File: src/rtl/vga_timing_pkg.sv
`default_nettype none
// +----------------------------------------------------------------------------+
// | vga_timing_pkg : phase encoding and 1280x1024@60 timing constants          |
// | Revision 1.0                                                               |
// +----------------------------------------------------------------------------+
package vga_timing_pkg;

   typedef logic [1:0] phase_t;

   localparam phase_t c_ph_sync   = 2'd0;
   localparam phase_t c_ph_bp     = 2'd1;
   localparam phase_t c_ph_active = 2'd2;
   localparam phase_t c_ph_fp     = 2'd3;

   localparam int c_cnt_w      = 11;

   localparam int c_h_sync     = 112;
   localparam int c_h_bp       = 248;
   localparam int c_h_active   = 1280;
   localparam int c_h_fp       = 48;
   localparam int c_v_sync     = 3;
   localparam int c_v_bp       = 38;
   localparam int c_v_active   = 1024;
   localparam int c_v_fp       = 1;
   localparam int c_fetch_lat  = 2;

   function automatic int span_total(input int a, input int b, input int c, input int d);
      return a + b + c + d;
   endfunction

endpackage
`default_nettype wire

File: src/rtl/vga_phase_counter.sv
`default_nettype none
// +----------------------------------------------------------------------------+
// | vga_phase_counter : one scan axis, SYNC -> BP -> ACTIVE -> FP phase FSM    |
// | Revision 1.0                                                               |
// +----------------------------------------------------------------------------+
module vga_phase_counter
   import vga_timing_pkg::*;
#(
   parameter int SYNC_LEN   = c_h_sync,
   parameter int BP_LEN     = c_h_bp,
   parameter int ACTIVE_LEN = c_h_active,
   parameter int FP_LEN     = c_h_fp,
   parameter int CNT_W      = c_cnt_w
) (
   input  logic             clock,
   input  logic             reset_n,
   input  logic             clear,
   input  logic             advance,
   output phase_t           phase,
   output logic [CNT_W-1:0] position,
   output logic             wrap
);

   phase_t           r_phase;
   logic [CNT_W-1:0] r_local;
   logic [CNT_W-1:0] r_pos;
   logic [CNT_W-1:0] w_last;
   logic             w_phase_end;

   // The phase is held as state; only the phase-local count decides the step.
   always_comb begin
      w_last = CNT_W'(FP_LEN - 1);
      case (r_phase)
         c_ph_sync:   w_last = CNT_W'(SYNC_LEN - 1);
         c_ph_bp:     w_last = CNT_W'(BP_LEN - 1);
         c_ph_active: w_last = CNT_W'(ACTIVE_LEN - 1);
         default:     w_last = CNT_W'(FP_LEN - 1);
      endcase
   end

   assign w_phase_end = (r_local == w_last);
   assign wrap        = advance && w_phase_end && (r_phase == c_ph_fp);

   always_ff @(posedge clock or negedge reset_n) begin
      if (!reset_n) begin
         r_phase <= c_ph_sync;
         r_local <= '0;
         r_pos   <= '0;
      end else if (clear) begin
         r_phase <= c_ph_sync;
         r_local <= '0;
         r_pos   <= '0;
      end else if (advance) begin
         if (w_phase_end) begin
            r_phase <= r_phase + 2'd1;
            r_local <= '0;
         end else begin
            r_local <= r_local + CNT_W'(1);
         end
         r_pos <= wrap ? '0 : r_pos + CNT_W'(1);
      end
   end

   assign phase    = r_phase;
   assign position = r_pos;

endmodule
`default_nettype wire

File: src/rtl/vga_timing_sequencer.sv
`default_nettype none
// +----------------------------------------------------------------------------+
// | vga_timing_sequencer : VGA scan timing, pixel fetch and registered pins    |
// | Revision 1.0                                                               |
// +----------------------------------------------------------------------------+
module vga_timing_sequencer
   import vga_timing_pkg::*;
#(
   parameter int   H_SYNC    = c_h_sync,
   parameter int   H_BP      = c_h_bp,
   parameter int   H_ACTIVE  = c_h_active,
   parameter int   H_FP      = c_h_fp,
   parameter int   V_SYNC    = c_v_sync,
   parameter int   V_BP      = c_v_bp,
   parameter int   V_ACTIVE  = c_v_active,
   parameter int   V_FP      = c_v_fp,
   parameter logic SYNC_POL  = 1'b1,
   parameter int   FETCH_LAT = c_fetch_lat
) (
   input  logic        clock,
   input  logic        reset_n,
   input  logic        enable,
   output logic        pix_req,
   output logic [10:0] pix_x,
   output logic [10:0] pix_y,
   input  logic        pix_valid,
   input  logic [23:0] pix_rgb,
   output logic        vga_hsync,
   output logic        vga_vsync,
   output logic        vga_blank_n,
   output logic [7:0]  vga_R,
   output logic [7:0]  vga_G,
   output logic [7:0]  vga_B,
   output logic        frame_start,
   output logic        underflow
);

   localparam int c_h_total = span_total(H_SYNC, H_BP, H_ACTIVE, H_FP);
   localparam int c_v_total = span_total(V_SYNC, V_BP, V_ACTIVE, V_FP);

   localparam logic [c_cnt_w-1:0] c_req_lo = c_cnt_w'(H_SYNC + H_BP - FETCH_LAT);
   localparam logic [c_cnt_w-1:0] c_req_hi = c_cnt_w'(H_SYNC + H_BP - FETCH_LAT + H_ACTIVE);
   localparam logic [c_cnt_w-1:0] c_row_lo = c_cnt_w'(V_SYNC + V_BP);
   localparam logic [c_cnt_w-1:0] c_row_hi = c_cnt_w'(V_SYNC + V_BP + V_ACTIVE);

   generate
      if (c_h_total > 2047 || c_v_total > 2047 ||
          FETCH_LAT < 1 || FETCH_LAT > H_SYNC + H_BP) begin : g_bad_params
         $error("vga_timing_sequencer: illegal timing parameters");
      end
   endgenerate

   phase_t             w_h_phase;
   phase_t             w_v_phase;
   logic [c_cnt_w-1:0] w_h_pos;
   logic [c_cnt_w-1:0] w_v_pos;
   logic               w_h_wrap;
   logic               w_v_wrap;
   logic               w_clear;
   logic [c_cnt_w-1:0] w_h_next;
   logic [c_cnt_w-1:0] w_v_next;
   logic               w_req_next;
   logic               w_active;

   logic               r_pix_req;
   logic [10:0]        r_pix_x;
   logic [10:0]        r_pix_y;
   logic               r_hsync;
   logic               r_vsync;
   logic               r_blank_n;
   logic [23:0]        r_rgb;
   logic               r_frame_start;
   logic               r_underflow;

   assign w_clear = ~enable;

   vga_phase_counter #(
      .SYNC_LEN   (H_SYNC),
      .BP_LEN     (H_BP),
      .ACTIVE_LEN (H_ACTIVE),
      .FP_LEN     (H_FP),
      .CNT_W      (c_cnt_w)
   ) u_h_counter (
      .clock    (clock),
      .reset_n  (reset_n),
      .clear    (w_clear),
      .advance  (enable),
      .phase    (w_h_phase),
      .position (w_h_pos),
      .wrap     (w_h_wrap)
   );

   vga_phase_counter #(
      .SYNC_LEN   (V_SYNC),
      .BP_LEN     (V_BP),
      .ACTIVE_LEN (V_ACTIVE),
      .FP_LEN     (V_FP),
      .CNT_W      (c_cnt_w)
   ) u_v_counter (
      .clock    (clock),
      .reset_n  (reset_n),
      .clear    (w_clear),
      .advance  (w_h_wrap),
      .phase    (w_v_phase),
      .position (w_v_pos),
      .wrap     (w_v_wrap)
   );

   // pix_req is registered, so the window is evaluated on the position the
   // counters will hold next cycle; the request then coincides with h itself.
   always_comb begin
      w_h_next = w_h_wrap ? '0 : w_h_pos + c_cnt_w'(1);
      w_v_next = w_v_pos;
      if (w_h_wrap) begin
         w_v_next = w_v_wrap ? '0 : w_v_pos + c_cnt_w'(1);
      end
   end

   assign w_req_next = (w_h_next >= c_req_lo) && (w_h_next < c_req_hi) &&
                       (w_v_next >= c_row_lo) && (w_v_next < c_row_hi);

   assign w_active = (w_h_phase == c_ph_active) && (w_v_phase == c_ph_active);

   always_ff @(posedge clock or negedge reset_n) begin
      if (!reset_n) begin
         r_pix_req     <= 1'b0;
         r_pix_x       <= '0;
         r_pix_y       <= '0;
         r_hsync       <= ~SYNC_POL;
         r_vsync       <= ~SYNC_POL;
         r_blank_n     <= 1'b0;
         r_rgb         <= '0;
         r_frame_start <= 1'b0;
         r_underflow   <= 1'b0;
      end else if (!enable) begin
         r_pix_req     <= 1'b0;
         r_pix_x       <= '0;
         r_pix_y       <= '0;
         r_hsync       <= ~SYNC_POL;
         r_vsync       <= ~SYNC_POL;
         r_blank_n     <= 1'b0;
         r_rgb         <= '0;
         r_frame_start <= 1'b0;
         r_underflow   <= 1'b0;
      end else begin
         r_pix_req     <= w_req_next;
         if (w_req_next) begin
            r_pix_x <= w_h_next - c_req_lo;
            r_pix_y <= w_v_next - c_row_lo;
         end
         r_hsync       <= (w_h_phase == c_ph_sync) ? SYNC_POL : ~SYNC_POL;
         r_vsync       <= (w_v_phase == c_ph_sync) ? SYNC_POL : ~SYNC_POL;
         r_blank_n     <= w_active;
         r_rgb         <= (w_active && pix_valid) ? pix_rgb : '0;
         r_frame_start <= (w_h_pos == '0) && (w_v_pos == '0);
         r_underflow   <= w_active && !pix_valid;
      end
   end

   assign pix_req     = r_pix_req;
   assign pix_x       = r_pix_x;
   assign pix_y       = r_pix_y;
   assign vga_hsync   = r_hsync;
   assign vga_vsync   = r_vsync;
   assign vga_blank_n = r_blank_n;
   assign vga_R       = r_rgb[23:16];
   assign vga_G       = r_rgb[15:8];
   assign vga_B       = r_rgb[7:0];
   assign frame_start = r_frame_start;
   assign underflow   = r_underflow;

endmodule
`default_nettype wire

File: config.mk
export PLATFORM = sky130hd
export DESIGN_NAME = vga_timing_sequencer
export DESIGN_NICKNAME = d
export VERILOG_FILES = /design/src/rtl/vga_timing_pkg.sv /design/src/rtl/vga_phase_counter.sv /design/src/rtl/vga_timing_sequencer.sv
export SDC_FILE = /design/constraint.sdc
export NUM_CORES = 1
export LEC_CHECK = 0
export ABC_AREA = 1
export CORE_ASPECT_RATIO = 1.25
export CORE_MARGIN = 4
export CORE_UTILIZATION = 50
export DETAILED_ROUTE_END_ITERATION = 8
export DONT_BUFFER_PORTS = 1
export PLACE_DENSITY_LB_ADDON = 0.2
export SYNTH_ARGS = -nofsm -noshare
export SYNTH_HDL_FRONTEND = slang
export SYNTH_SLANG_ARGS = --single-unit
File: constraint.sdc
create_clock -name clock -period 7.9 [get_ports clock]
set_clock_uncertainty 0.05 [all_clocks]
set_input_delay 0.79 -clock clock [delete_from_list [all_inputs] [get_ports clock]]
set_output_delay 0.79 -clock clock [all_outputs]
set_load 0.1 [all_outputs]
==> impl_summary.txt, run 1 <==
----------------------------------------------------
[Routing]
  Total via count in the routed design ... 4576
  Routed Wire Length ... 12350 µm
  Antenna violation net count after detailed routing ... 0
  Iteration-0 DRC count of the detailed router ... 153
  Wire length per cell ... 14.26 µm
  Number of vias per cell ... 5.284
  Number of design rule violations left after detail routing ... 0
  DRT Pass-1 Iters ... 4

[Finish]
  Number of fill cells in the layout ... 1026
  Area growth from synthesis to layout ... 6.176%
  Count of placed standard cells in the final layout, fillers left out ... 866
  # nets final ... 773
  Most frequent standard cell in the layout excluding fill and tap cells ... nand2_1
  Share of layout cells above drive strength 1 ... 7.934%
  End-of-flow core utilization ... 53.95%
  Most frequent cells in the layout ... nand2_1 (171), nor2_1 (104), dfrtp_1 (100)
  Number of antenna cells inserted ... 0

[Synth]
  Share of the synthesized area in the top cell type ... 44.43%
  Register bit total from synthesis ... 100
  Sequential fraction of the synthesis area ... 44.43%
  Number of warnings reported in the yosys synthesis log ... 0
  Nets in the synthesized netlist ... 782
  Largest area contributor in the netlist ... dfrtp_1
  Synth cell types ... 36
  Top cells by area in the synthesized netlist ... dfrtp_1 (44%), nand2_1 (11%), nand3_1 (8.0%)
  Post-synthesis instance total ... 735
  Average size of a mapped cell ... 7.662 µm²
  Total standard cell area after synthesis ... 0.005632 mm²

[STA]
  Min Tclk post-route ... 3748 ps
  Max transition margin ... 35.56%
  Final clock period utilization by the worst path ... 47.44%
  Max-slew violation total from the final report ... 0
  Number of endpoints failing setup at the final stage ... 0
  Achievable clock frequency ... 266.8 MHz
  Final setup margin ... 4152 ps
  Setup TNS ... 0 ps
  Final hold violation count ... 0
  Setup repair after global routing missed its margin ... false
  Slew @ Worst Pin ... 963.9 ps

[Critical path]
  Worst path most repeated cell ... nand3_2
  Maximum net fanout on the critical path ... 27
  Worst R2R Setup Slack ... 4150 ps
  Critical-path cell with the highest stage delay ... dfrtp_1
  Worst R2R Path Depth ... 16
  CP max stage delay ... 440 ps
  CP Data Arrival Time ... 3940 ps
  Gate family responsible for the most delay along the worst path ... simple AND/OR/NAND/NOR gates
  Required time of the critical path ... 8090 ps
  Number of buffer and inverter stages on the critical path ... 1
  Reg-to-reg startpoint ... u_h_counter.phase[0]
  Critical Setup Path Class ... reg -> reg
  Reg-to-reg critical path endpoint ... pix_y[10]
  CP endpoint kind ... register
  Worst path cell trace ... inv_1, ha_1, o21ai_0, nand2_1, nor2_1, nand3_2, nor2_8, nor2_1, ha_1, nand3b_4, nand2_2, nand3_2, a21oi_2, nand3_2, nand3_1, nand2_1
  Nature of the critical path startpoint ... register

[Status]
  Run status ... finished clean

[Clock tree]
  Root Buffer Master ... clkbuf_16
  Hold-fix buffers, CTS ... 0
  Sink count of the clock tree ... 100
  Number of buffers on the longest clock path ... 2
  Quantity of gates resized following cts ... 0
  Insertion delay to the later sink of the worst-skew pair ... 350 ps
  Inserted Clock Buffers ... 9
  Clock tree from TritonCTS ... built
  Post-CTS setup buffer count ... 0
  Depth of the CTS H-tree ... 3
  Clock edge transition at the registers on the reported setup and hold paths ... 70 ps

[Placement]
  Number of input and output port buffers inserted ... 0
  Last weighted congestion value of the routability-driven placer ... 0.9410
  Worst slack, placed ... 4125 ps
  Placed wire-length estimate ... 9149 µm
  Total instance count after detailed placement ... 850

[Flow run]
  Max-cap violations ... 0

[Floorplan]
  Number of rows created at floorplan ... 43
  Starting Density ... 50.81%
  Die area ... 0.01304 mm²
  Die Y-Extent ... 126.7 µm
  Total core area ... 0.01108 mm²
  Floorplan die width ... 102.9 µm
  IO Count ... 80

[Power and ir drop]
  Total power density per cell area ... 165.8 mW/mm²
  VDD IR max ... 0.09611 mV
  Sum of internal, switching and leakage power ... 991.3 µW
  Internal power component ... 749.2 µW
  Proportion of total power due to net switching ... 24.43%
  Leakage ... 3.070 nW
  Comb power frac ... 2.6%
  Fraction of power consumed by the clock network ... 44.4%
  Switching power of the nets ... 242.2 µW
  Seq pwr share ... 53.0%

[Hold path]
  Hold Path Class ... in -> async

[Global routing]
  Combined global-route utilization of all metal layers ... 19.86%
  Via count of the first global-routing pass ... 4585
  Pin count of the biggest net entering global routing ... 101
  Number of antenna violations at the first check in global routing ... 0
  Sum of overflow across all layers after global routing ... 0
  Wire length of the first global-routing pass ... 20740 µm

----------------------------------------------------
==> cells by family after synthesis <==
family                   after synthesis  synth area share (%)
AO/OA/AOI/OAI                         42                 3.999
XOR/XNOR                              18                 2.800
adder cells (fa/ha/maj)               19                 4.221
buffers and inverters                120                 8.931
flip-flops                           100                 44.43
AND/OR/NAND/NOR                      436                 35.61
==> per-stage QoR <==
stage          area, µm²  hold slack (ps)
2_1_floorplan       5632            382.9
3_3_place_gp        5673            395.6
3_5_place_dp        5673            406.1
4_1_cts             5979            68.20
5_1_grt             5979            64.29
6_report            5979            78.68
==> flip-flops by register name, indices dropped and copies added, names as in the netlist <==
name,cells
r_rgb,24
pix_x,11
pix_y,11
u_h_counter.position,11
u_h_counter.r_local,11
u_v_counter.position,11
u_v_counter.r_local,11
u_h_counter.phase,2
u_v_counter.phase,2
frame_start,1
pix_req,1
underflow,1
vga_blank_n,1
vga_hsync,1
vga_vsync,1
==> worst max-delay path by stage <==
stage	startpoint	to	slack (ps)	depth (start not counted)
after floorplan	u_h_counter.phase[0]	pix_x[3]	4930	19
after global routing	u_h_counter.phase[0]	pix_y[1]	3830	19
final	u_h_counter.phase[0]	pix_y[10]	4150	16
after CTS	u_h_counter.phase[0]	pix_y[10]	4130	16
after global placement	u_h_counter.phase[0]	pix_x[0]	4270	17
after detailed placement	u_h_counter.phase[0]	pix_y[10]	4130	16
==> synth_stat cells, drive strengths merged <==
cell	number
nand4	10
and3	1
a21oi	19
nand2	178
a2111oi	1
nor4	5
nor3	20
nor3b	1
clkinv	3
or2	1
nor2	113
ha	19
inv	97
o211ai	1
buf	11
nand3	106
o21a	1
dfrtp	100
clkbuf	9
o21ai	19
xor2	15
xnor2	3
nand3b	1
o21bai	1
==> power groups by stage <==
stage / Clock, mW / Combinational [mW] / Sequential [mW]
floorplan: 0 / 0.0248 / 0.535
global placement: 0 / 0.0257 / 0.536
detailed placement: 0 / 0.0261 / 0.536
CTS: 0.451 / 0.0263 / 0.525
global route: 0.479 / 0.0307 / 0.526
finish: 0.440 / 0.0260 / 0.525
==> final cells by class <==
class,instances,area [µm²],area share [%]
multi-input combinational,515,2626,43.92
sequential,100,2502,41.85
inverter,100,375.4,6.277
clock buffer,9,225.2,3.766
tap,135,168.9,2.825
clock inverter,7,81.33,1.360
==> layer usage <==
layer | global-route usage (%) | up-vias | part of all wire (%)
li1 | - | 2302 | -
met4 | 8.003 | 0 | 1.8
met5 | 0 | - | 0
met2 | 34.45 | 87 | 53
met3 | 4.785 | 18 | 4.1
met1 | 23.12 | 2169 | 41
Note: power is estimated with default switching activity, not from simulation.
==> inputs of run 2 (changes only) <==
- clock period: 7.9 -> 3.5 ns (I/O delays scaled with it)
==> run 2 against run 1 <==
Compared with the run above:
- non-clock buffer count up 11
- wire length is 6.1% higher
- critical endpoint is now pix_y[0]
- cell count grew 1.8%
- maximum frequency grew 15%
- final area rose by 3.3%
==> impl_summary.txt, run 2 (same netlist as run 1, synthesis figures left out) <==
----------------------------------------------------
[Status]
  Run status ... finished clean (unchanged)

[Finish]
  Flip-flop and latch area ... 0.002504 mm² (was 0.002502 mm²)
  # nets final ... 789 (was 773)
  Share of layout cells above drive strength 1 ... 10.04% (was 7.934%)
  Count of placed standard cells in the final layout, fillers left out ... 882 (was 866)
  Most flop-heavy register ... r_rgb (unchanged)
  Most frequent cells in the layout ... nand2_1 (171), nor2_1 (104), dfrtp_1 (99) (was nand2_1 (171), nor2_1 (104), dfrtp_1 (100))
  Most frequent standard cell in the layout excluding fill and tap cells ... nand2_1 (unchanged)
  Flip-flop count of the largest register, all copies and words added ... 24 (unchanged)
  Area growth from synthesis to layout ... 9.687% (was 6.176%)
  Number of fill cells in the layout ... 1017 (was 1026)
  Number of antenna cells inserted ... 0 (unchanged)
  Area occupied by multi-input gates ... 0.002719 mm² (was 0.002626 mm²)

[Global routing]
  Combined global-route utilization of all metal layers ... 20.47% (was 19.86%)
  Wire length of the first global-routing pass ... 21600 µm (was 20740 µm)
  Sum of overflow across all layers after global routing ... 0 (unchanged)
  Number of antenna violations at the first check in global routing ... 0 (unchanged)
  Via count of the first global-routing pass ... 4689 (was 4585)
  Pin count of the biggest net entering global routing ... 101 (unchanged)

[Floorplan]
  Floorplan die width ... 102.9 µm (unchanged)
  Total core area ... 0.01108 mm² (unchanged)
  IO Count ... 80 (unchanged)
  Starting Density ... 50.81% (unchanged)
  Die area ... 0.01304 mm² (unchanged)
  Number of rows created at floorplan ... 43 (unchanged)
  Die Y-Extent ... 126.7 µm (unchanged)

[STA]
  Number of endpoints failing setup at the final stage ... 0 (unchanged)
  Max transition margin ... 33.05% (was 35.56%)
  Final clock period utilization by the worst path ... 93.34% (was 47.44%)
  Achievable clock frequency ... 306.1 MHz (was 266.8 MHz)
  Max-slew violation total from the final report ... 0 (unchanged)
  Min Tclk post-route ... 3267 ps (was 3748 ps)
  Final hold violation count ... 0 (unchanged)
  Setup TNS ... 0 ps (unchanged)
  Slew @ Worst Pin ... 1001 ps (was 963.9 ps)

[Routing]
  Highest layer used for signal routing ... met4 (unchanged)
  Antenna violation net count after detailed routing ... 0 (unchanged)
  Routed wl met3 ... 723 µm (was 505 µm)
  Metal-1 WL ... 5121 µm (was 5091 µm)
  Routed met2 length ... 6911 µm (was 6524 µm)
  Iteration-0 DRC count of the detailed router ... 200 (was 153)
  DRT Pass-1 Iters ... 5 (was 4)
  Total via count in the routed design ... 4714 (was 4576)
  Number of vias per cell ... 5.345 (was 5.284)
  Wire length per cell ... 14.85 µm (was 14.26 µm)
  Number of design rule violations left after detail routing ... 0 (unchanged)
  Routed Wire Length ... 13100 µm (was 12350 µm)

[Flow run]
  Max-cap violations ... 0 (unchanged)

[Clock tree]
  Root Buffer Master ... clkbuf_16 (unchanged)
  Depth of the CTS H-tree ... 3 (unchanged)
  Insertion delay to the later sink of the worst-skew pair ... 350 ps (about the same)
  Clock edge transition at the registers on the reported setup and hold paths ... 80 ps (was 70 ps)
  Sink count of the clock tree ... 100 (unchanged)
  Inserted Clock Buffers ... 9 (unchanged)
  Number of buffers on the longest clock path ... 2 (unchanged)
  Clock tree from TritonCTS ... built (unchanged)

[Critical path]
  Worst R2R Path Depth ... 20 (was 16)
  CP endpoint kind ... register (unchanged)
  Reg-to-reg critical path endpoint ... pix_y[0] (was pix_y[10])
  Critical-path cell with the highest stage delay ... dfrtp_2 (was dfrtp_1)
  Nature of the critical path startpoint ... register (unchanged)
  Number of buffer and inverter stages on the critical path ... 4 (was 1)
  Critical Setup Path Class ... reg -> reg (unchanged)
  Worst path most repeated cell ... nand2_1 (was nand3_2)
  Worst path cell trace ... inv_1, ha_1, o21ai_1, inv_1, nor2_1, nand3_4, nor2_4, nand2_1, nand2_1, nand2_1, inv_1, ha_1, nand2_1, nor2_1, nand3_1, nand3_1, nand3_2, buf_12, nand3_1, nand2_1 (was inv_1, ha_1, o21ai_0, nand2_1, nor2_1, nand3_2, nor2_8, nor2_1, ha_1, nand3b_4, nand2_2, nand3_2, a21oi_2, nand3_2, nand3_1, nand2_1)
  Reg-to-reg startpoint ... u_h_counter.phase[0] (unchanged)
  Gate family responsible for the most delay along the worst path ... simple AND/OR/NAND/NOR gates (unchanged)
  CP Data Arrival Time ... 3450 ps (was 3940 ps)
  Maximum net fanout on the critical path ... 23 (was 27)
  Worst R2R Setup Slack ... 230 ps (was 4150 ps)
  Required time of the critical path ... 3680 ps (was 8090 ps)
  CP max stage delay ... 420 ps (was 440 ps)

[Hold path]
  Worst hold stages ... 2
  Startpoint of the worst hold path ... pix_valid
  Endpoint of the worst hold path ... r_rgb[23]
  Hold Path Class ... in -> reg (was in -> async)

[Placement]
  Total instance count after detailed placement ... 854 (was 850)
  Last weighted congestion value of the routability-driven placer ... 0.9010 (was 0.9410)
  Number of input and output port buffers inserted ... 0 (unchanged)
  Placed wire-length estimate ... 9175 µm (was 9149 µm)

[Power and ir drop]
  VDD IR max ... 0.2007 mV (was 0.09611 mV)
  Leakage ... 3.135 nW (was 3.070 nW)
  Total power density per cell area ... 363.4 mW/mm² (was 165.8 mW/mm²)

----------------------------------------------------
-- run 2: cell count changes in the layout (fill, tap and decap cells not counted), sizes merged --
cell and delta:
inv +1, clkinvlp +1, dlygate4sd3 +2, buf +9, nor2 +5, clkinv -2
-- run 2: worst register-to-register path, delay by kind of cell, from the launching register on --
kind	cells	cell delay, ps
DFF	1	420
adders and majority gates	2	520
buffers and inverters	4	420
and+or+nand+nor	13	1550
AOI/OAI and AO/OA	1	200
-- run 2: worst max path at each step --
stage	cells past startpoint	to	from	slack [ps]
floorplan	19	pix_x[3]	u_h_counter.phase[0]	530
global placement	18	pix_x[9]	u_h_counter.phase[0]	130
detailed placement	17	pix_x[9]	u_h_counter.phase[0]	-40
CTS	17	pix_x[9]	u_h_counter.phase[0]	20
global route	19	pix_y[10]	u_h_counter.phase[0]	-60
finish	20	pix_y[0]	u_h_counter.phase[0]	230
-- run 2: layout make-up --
type	instances	area share [%]
Multi-Input combinational cell	520	44.01
Tap cell	135	2.734
Clock inverter	7	1.053
Clock buffer	9	3.646
Timing Repair Buffer	11	1.944
Sequential cell	100	40.53
Inverter	100	6.077
-- run 2: timing repair --
item / CTS / global route
endpoints found under the hold margin: 101 / 0
cloned: 1 / 4
setup endpoints to repair: 22 / 23
gates resized for setup: 1 / 11
setup buffers: 0 / 4
pin swaps: 0 / 3
hold buffers: 3 / 0
-- run 2: through the flow --
| step | util, % | instance area (µm²) | setup slack [ps] | hold WS [ps] | power, mW |
|---|---|---|---|---|---|
| detailed placement | 51.57 | 5715 | -36.24 | 6.694 | 1.268 |
| global route | 55.73 | 6177 | -60.12 | 42.77 | 2.343 |
| CTS | 54.72 | 6065 | 20.96 | 47.47 | 2.270 |
| floorplan | - | 5632 | 528.5 | 4.409 | 1.264 |
| global placement | 51.57 | 5715 | 125.9 | 6.914 | 1.267 |
| finish | 55.73 | 6177 | 233.1 | 57.16 | 2.245 |
-- run 2: where the power goes --
part / switching (mW) / total, mW / internal, mW
Sequential: 0.0242 / 1.19 / 1.16
Clock: 0.473 / 0.973 / 0.500
Combinational: 0.0607 / 0.0857 / 0.0250
Total: 0.557 / 2.24 / 1.69
-- run 2: routing by layer --
layer	track usage, %	up-vias
met1	24.27	2199
met3	5.281	30
met2	35.63	136
met5	0	-
met4	6.631	0
li1	-	2349
